**config.mk**
```make
export PLATFORM = sky130hd
export DESIGN_NAME = uart_cmd_decoder
export DESIGN_NICKNAME = d
export VERILOG_FILES = /design/src/rtl/uart_cmd_decoder.sv
export SDC_FILE = /design/constraint.sdc
export NUM_CORES = 1
export LEC_CHECK = 0
export ABC_AREA = 1
export BUFFER_PORTS_ARGS = -buffer_cell sky130_fd_sc_hd__buf_2
export CAP_MARGIN = 15
export CORE_ASPECT_RATIO = 0.9
export CORE_MARGIN = 4
export CORE_UTILIZATION = 46
export CTS_CLUSTER_SIZE = 12
export DETAILED_ROUTE_END_ITERATION = 8
export PLACE_DENSITY = 0.77
export SKIP_LAST_GASP = 1
export SYNTH_ARGS = -nofsm -noshare
export SYNTH_HDL_FRONTEND = slang
export SYNTH_SLANG_ARGS = --single-unit
```
**constraint.sdc**
```tcl
create_clock -name CLK -period 1.5 [get_ports CLK]
set_clock_uncertainty 0.1 [all_clocks]
set_input_delay 0.225 -clock CLK [delete_from_list [all_inputs] [get_ports CLK]]
set_output_delay 0.225 -clock CLK [all_outputs]
set_load 0.02 [all_outputs]
```
**src/rtl/uart_cmd_decoder.sv**
```systemverilog
`default_nettype none
// ============================================================================
// uart_cmd_decoder : turns UART byte frames into RF write/read and ALU strobes.
// Optional inter-byte timeout enabled by defining CMD_TIMEOUT_EN.   Rev 1.0
// ============================================================================
module uart_cmd_decoder #(
  parameter int DATA_WIDTH    = 8,
  parameter int ADDR_WIDTH    = 4,
  parameter int FUN_WIDTH     = 4,
  parameter int TIMEOUT_WIDTH = 16
) (
  input  logic                     CLK,
  input  logic                     RST,
  input  logic [DATA_WIDTH-1:0]    RX_P_DATA,
  input  logic                     RX_D_VLD,
  input  logic [TIMEOUT_WIDTH-1:0] TIMEOUT_CYCLES,
  output logic                     RF_WrEn,
  output logic                     RF_RdEn,
  output logic [ADDR_WIDTH-1:0]    RF_Address,
  output logic [DATA_WIDTH-1:0]    RF_WrData,
  output logic                     ALU_EN,
  output logic [FUN_WIDTH-1:0]     ALU_FUN,
  output logic                     CMD_BUSY,
  output logic                     FRAME_ERR
);

  localparam logic [2:0] S_IDLE    = 3'd0;
  localparam logic [2:0] S_WR_ADDR = 3'd1;
  localparam logic [2:0] S_WR_DATA = 3'd2;
  localparam logic [2:0] S_RD_ADDR = 3'd3;
  localparam logic [2:0] S_OP_A    = 3'd4;
  localparam logic [2:0] S_OP_B    = 3'd5;
  localparam logic [2:0] S_ALU_FUN = 3'd6;

  localparam logic [DATA_WIDTH-1:0] OP_WRITE = DATA_WIDTH'(8'hAA);
  localparam logic [DATA_WIDTH-1:0] OP_READ  = DATA_WIDTH'(8'hBB);
  localparam logic [DATA_WIDTH-1:0] OP_ALU_W = DATA_WIDTH'(8'hCC);
  localparam logic [DATA_WIDTH-1:0] OP_ALU   = DATA_WIDTH'(8'hDD);

  logic [2:0]            state_q, state_d;
  logic [ADDR_WIDTH-1:0] addr_lat_q, addr_lat_d;
  logic                  wr_en_q, wr_en_d;
  logic                  rd_en_q, rd_en_d;
  logic                  alu_en_q, alu_en_d;
  logic                  frame_err_q, frame_err_d;
  logic [ADDR_WIDTH-1:0] addr_q, addr_d;
  logic [DATA_WIDTH-1:0] wr_data_q, wr_data_d;
  logic [FUN_WIDTH-1:0]  alu_fun_q, alu_fun_d;
  logic                  timeout_hit;

`ifdef CMD_TIMEOUT_EN
  logic [TIMEOUT_WIDTH-1:0] tmr_q, tmr_d, tmr_next;

  // A byte arriving in the would-be timeout cycle takes priority over the timeout.
  always_comb begin
    tmr_next    = tmr_q + TIMEOUT_WIDTH'(1);
    timeout_hit = !RX_D_VLD && (state_q != S_IDLE) &&
                  (TIMEOUT_CYCLES != '0) && (tmr_next == TIMEOUT_CYCLES);
    tmr_d       = (RX_D_VLD || (state_q == S_IDLE) || timeout_hit) ? '0 : tmr_next;
  end

  always_ff @(posedge CLK) begin
    if (!RST) tmr_q <= '0;
    else      tmr_q <= tmr_d;
  end
`else
  logic unused_timeout;
  assign unused_timeout = ^TIMEOUT_CYCLES;
  assign timeout_hit    = 1'b0;
`endif

  always_comb begin
    state_d     = state_q;
    addr_lat_d  = addr_lat_q;
    wr_en_d     = 1'b0;
    rd_en_d     = 1'b0;
    alu_en_d    = 1'b0;
    frame_err_d = 1'b0;
    addr_d      = addr_q;
    wr_data_d   = wr_data_q;
    alu_fun_d   = alu_fun_q;
    if (RX_D_VLD) begin
      case (state_q)
        S_IDLE: begin
          case (RX_P_DATA)
            OP_WRITE: state_d = S_WR_ADDR;
            OP_READ:  state_d = S_RD_ADDR;
            OP_ALU_W: state_d = S_OP_A;
            OP_ALU:   state_d = S_ALU_FUN;
            default:  frame_err_d = 1'b1;
          endcase
        end
        S_WR_ADDR: begin
          addr_lat_d = RX_P_DATA[ADDR_WIDTH-1:0];
          state_d    = S_WR_DATA;
        end
        S_WR_DATA: begin
          wr_en_d   = 1'b1;
          addr_d    = addr_lat_q;
          wr_data_d = RX_P_DATA;
          state_d   = S_IDLE;
        end
        S_RD_ADDR: begin
          rd_en_d = 1'b1;
          addr_d  = RX_P_DATA[ADDR_WIDTH-1:0];
          state_d = S_IDLE;
        end
        S_OP_A: begin
          wr_en_d   = 1'b1;
          addr_d    = ADDR_WIDTH'(0);
          wr_data_d = RX_P_DATA;
          state_d   = S_OP_B;
        end
        S_OP_B: begin
          wr_en_d   = 1'b1;
          addr_d    = ADDR_WIDTH'(1);
          wr_data_d = RX_P_DATA;
          state_d   = S_ALU_FUN;
        end
        S_ALU_FUN: begin
          alu_en_d  = 1'b1;
          alu_fun_d = RX_P_DATA[FUN_WIDTH-1:0];
          state_d   = S_IDLE;
        end
        default: state_d = S_IDLE;
      endcase
    end else if (timeout_hit) begin
      frame_err_d = 1'b1;
      state_d     = S_IDLE;
    end
  end

  always_ff @(posedge CLK) begin
    if (!RST) begin
      state_q     <= S_IDLE;
      addr_lat_q  <= '0;
      wr_en_q     <= 1'b0;
      rd_en_q     <= 1'b0;
      alu_en_q    <= 1'b0;
      frame_err_q <= 1'b0;
      addr_q      <= '0;
      wr_data_q   <= '0;
      alu_fun_q   <= '0;
    end else begin
      state_q     <= state_d;
      addr_lat_q  <= addr_lat_d;
      wr_en_q     <= wr_en_d;
      rd_en_q     <= rd_en_d;
      alu_en_q    <= alu_en_d;
      frame_err_q <= frame_err_d;
      addr_q      <= addr_d;
      wr_data_q   <= wr_data_d;
      alu_fun_q   <= alu_fun_d;
    end
  end

  assign RF_WrEn    = wr_en_q;
  assign RF_RdEn    = rd_en_q;
  assign RF_Address = addr_q;
  assign RF_WrData  = wr_data_q;
  assign ALU_EN     = alu_en_q;
  assign ALU_FUN    = alu_fun_q;
  assign FRAME_ERR  = frame_err_q;
  assign CMD_BUSY   = (state_q != S_IDLE);

endmodule
`default_nettype wire
```
==> metrics.cfg <==
[synth]
yosys-mux-area-fraction=0
synth_top_cell_by_area=dfxtp_1
synth_compound_area_frac=0.210
syn_avg_cell_area_sq_um=7.53
synth_top_family_by_area=simple AND/OR/NAND/NOR gates
synth-xor-area-share=0
synth_fa_ha_area_frac=0
yosys.area_share.simple=0.238
synth.area.top_cells=dfxtp_1, nand2_1, a21oi_1, o21ai_0, nor2_1
yosys_warnings=0
seq_area_frac_synth=0.475
synth_cells=151
synth.distinct_cells=21
synthDominantCellAreaShare=0.475
ys_ff_latch=27
synth_area_sq_um=1140
syn_nets=178

[drt]
routed_wl_mm=2.95
first_pass_iters=4
wire_per_inst_um=13.6
routed_via_density=5.22
maxUsedRoutingLayer=met4
antenna_left=0
wirelength_met1_mm=1.22
dr_wl_met3_um=269
drtIter0Drc=37
num_vias=1128
wl_met2_mm=1.41
drc_errors=0

[power_and_ir_drop]
worst_ir_drop_vdd_mv=0.639
p_leak_nw=0.692
power_frac_comb=0.083
intPower_mw=0.852
clockPowerShare=0.278
power.density_nw_per_um2=802
seqPwrFrac=0.639
swShare=0.247
switching_power_mw=0.279

[setup_path]
critical-path-slowest-cell=dfxtp_4
path_cells=inv_4 > nand2_2 > nor2_4 > buf_4 > buf_4 > nand4_1 > nand2_1 > nand2_1 > nand2_1 > nor2_1
crit_required_ns=1.63
crit_path_start_kind=flop
critPathTopFamily=simple AND/OR/NAND/NOR gates
worst-path-buf-inv=3
crit_path_max_incr_delay_ns=0.37
cp-end-kind=flop
path_class=flop to flop
cp_max_fo=3
crit_path_frequent_cell=nand2_1
cp_data_arrival_time_ns=1.59

[layout]
layout.nets=217
syn_to_final_growth_pct=24.0
diodes=0
layout-drive-gt1-share=0.312
num-fill-cells=205
utilization=0.623

[global_routing]
grtUsageTotal=0.193
grt_max_degree=25
grt_pass1_vias=1030
grt_first_pass_wirelength_mm=4.63
overflow=0
antenna_found_initial=0

[sta]
setup_viol=0
hold_viol_final=0
maxSlewViolCount=0
period_minus_slack_ns=1.45
worst_slew_pin_slew_ns=0.375
slew_headroom=0.750
setup_tns_ns=0
period_share=0.967
max_freq_mhz=689

[die]
dieArea_sq_um=3330
fp.dieH_um=55.2
initial_core_util=0.503
coreArea_sq_um=2260
placement_rows=16
num_io_pins=48
die_width_um=60.4

[placed_design]
gp_congestion=0.828
port_buffers=31
dp_hpwl_mm=2.07

[clocking]
numCtsBuffers=3
cts_root_buffer=clkbuf_4
clk_latency_ns=0.33
ctsHoldBuffers=0
clockBufferDepth=2
cts.sinks=27
path_clk_slew_ns=0.13
cts_tree=done
htree_levels=1

[min_path]
min-delay-path-class=input pin to flop

[status]
status=completed

[flow_run]
drv_cap=0

kinds of logic after synthesis:
group                  count (synthesis)
flip-flops                            27
AND/OR/NAND/NOR                       60
AO/OA/AOI/OAI                         44
buffers and inverters                 20
flip-flops by register name, indices dropped and copies added (netlist names):
signal      cells
ALU_EN          1
ALU_FUN         4
FRAME_ERR       1
RF_Address      4
RF_RdEn         1
RF_WrData       8
RF_WrEn         1
addr_lat_q      4
state_q         3
power by group through the flow:
stage | registers [mW] | clock network (mW) | logic, mW
2_1_floorplan | 0.745 | 0 | 0.0454
3_3_place_gp | 0.741 | 0 | 0.0795
3_5_place_dp | 0.742 | 0 | 0.0816
4_1_cts | 0.723 | 0.325 | 0.0882
5_1_grt | 0.724 | 0.354 | 0.102
6_report | 0.723 | 0.315 | 0.0936
cell type report:
type,count,area (sq um),area share
Timing Repair Buffer,38,210,0.149
Clock buffer,3,22.5,0.0160
Sequential cell,27,549,0.390
Tap cell,27,33.8,0.0240
Inverter,16,70.1,0.0497
Clock inverter,1,5.00,0.00355
Multi-Input combinational cell,104,519,0.368
through the flow:
| step | instance area, sq um | setup WS (ns) | hold WS, ns | power, mW | instances |
|---|---|---|---|---|---|
| 2_1_floorplan | 1140 | 0.286 | 0.260 | 0.790 | 151 |
| 3_3_place_gp | 1300 | 0.119 | 0.368 | 0.821 | 205 |
| 3_5_place_dp | 1300 | 0.114 | 0.392 | 0.823 | 205 |
| 4_1_cts | 1390 | 0.0279 | 0.0487 | 1.14 | 215 |
| 5_1_grt | 1410 | -0.0182 | 0.0620 | 1.18 | 216 |
| 6_report | 1410 | 0.0491 | 0.0577 | 1.13 | 216 |
cells in the mapped netlist:
master,number
nand2_2,2
nand2_4,1
o21ai_2,2
nand3_1,7
nor4_1,1
a21oi_1,19
clkbuf_2,1
nor3_4,1
dfxtp_1,27
nand2_1,28
inv_2,5
buf_6,1
o21ai_0,18
a31oi_1,4
buf_4,1
inv_1,11
a21boi_2,1
nor2_1,16
nand4_1,3
clkbuf_1,1
nor3_1,1
layer usage:
layer,up-vias,track usage
met1,487,0.227
met3,5,0.0348
met5,-,0
li1,579,-
met4,0,0.116
met2,57,0.331
placed cells by master, fill, tap and decap left out:
cell type and count:
buf_2 30, nand2_1 27, dfxtp_1 24, a21oi_1 19, o21ai_0 18, nor2_1 15, inv_1 11, buf_4 8
nand3_1 7, a31oi_1 4, nand2_2 3, nand4_1 3, clkbuf_4 3, inv_4 2, inv_2 2, o21ai_2 2
dfxtp_4 2, nor2_4 1, nand2_4 1, a21boi_2 1, nor3_1 1, inv_6 1, nor3_4 1, nor4_1 1
clkinv_2 1, dfxtp_2 1
path summary, 6_finish.rpt:
| path | slack (ns) | endpoint | start | cells past startpoint |
|---|---|---|---|---|
| max | 0.05 | state_q[0] | state_q[1] | 10 |
| min | 0.06 | RF_WrData[5] | RX_P_DATA[5] | 3 |
| max reg2reg | 0.05 | state_q[0] | state_q[1] | 10 |
| min reg2reg | 0.41 | RF_Address[3] | addr_lat_q[3] | 2 |
worst reg2reg max path, cell delays in order, from the launching register on:
cell	delay (ns)
dfxtp_4	0.37
inv_4	0.05
nand2_2	0.08
nor2_4	0.10
buf_4	0.11
buf_4	0.09
nand4_1	0.13
nand2_1	0.15
nand2_1	0.07
nand2_1	0.06
nor2_1	0.05
what timing repair did:
action	CTS	global route
pin swaps	1	3
setup buffers	6	1
gates resized for setup	8	5
hold endpoints to repair	0	0
endpoints found under the setup margin	1	7
(Power assumes the default switching activity.)
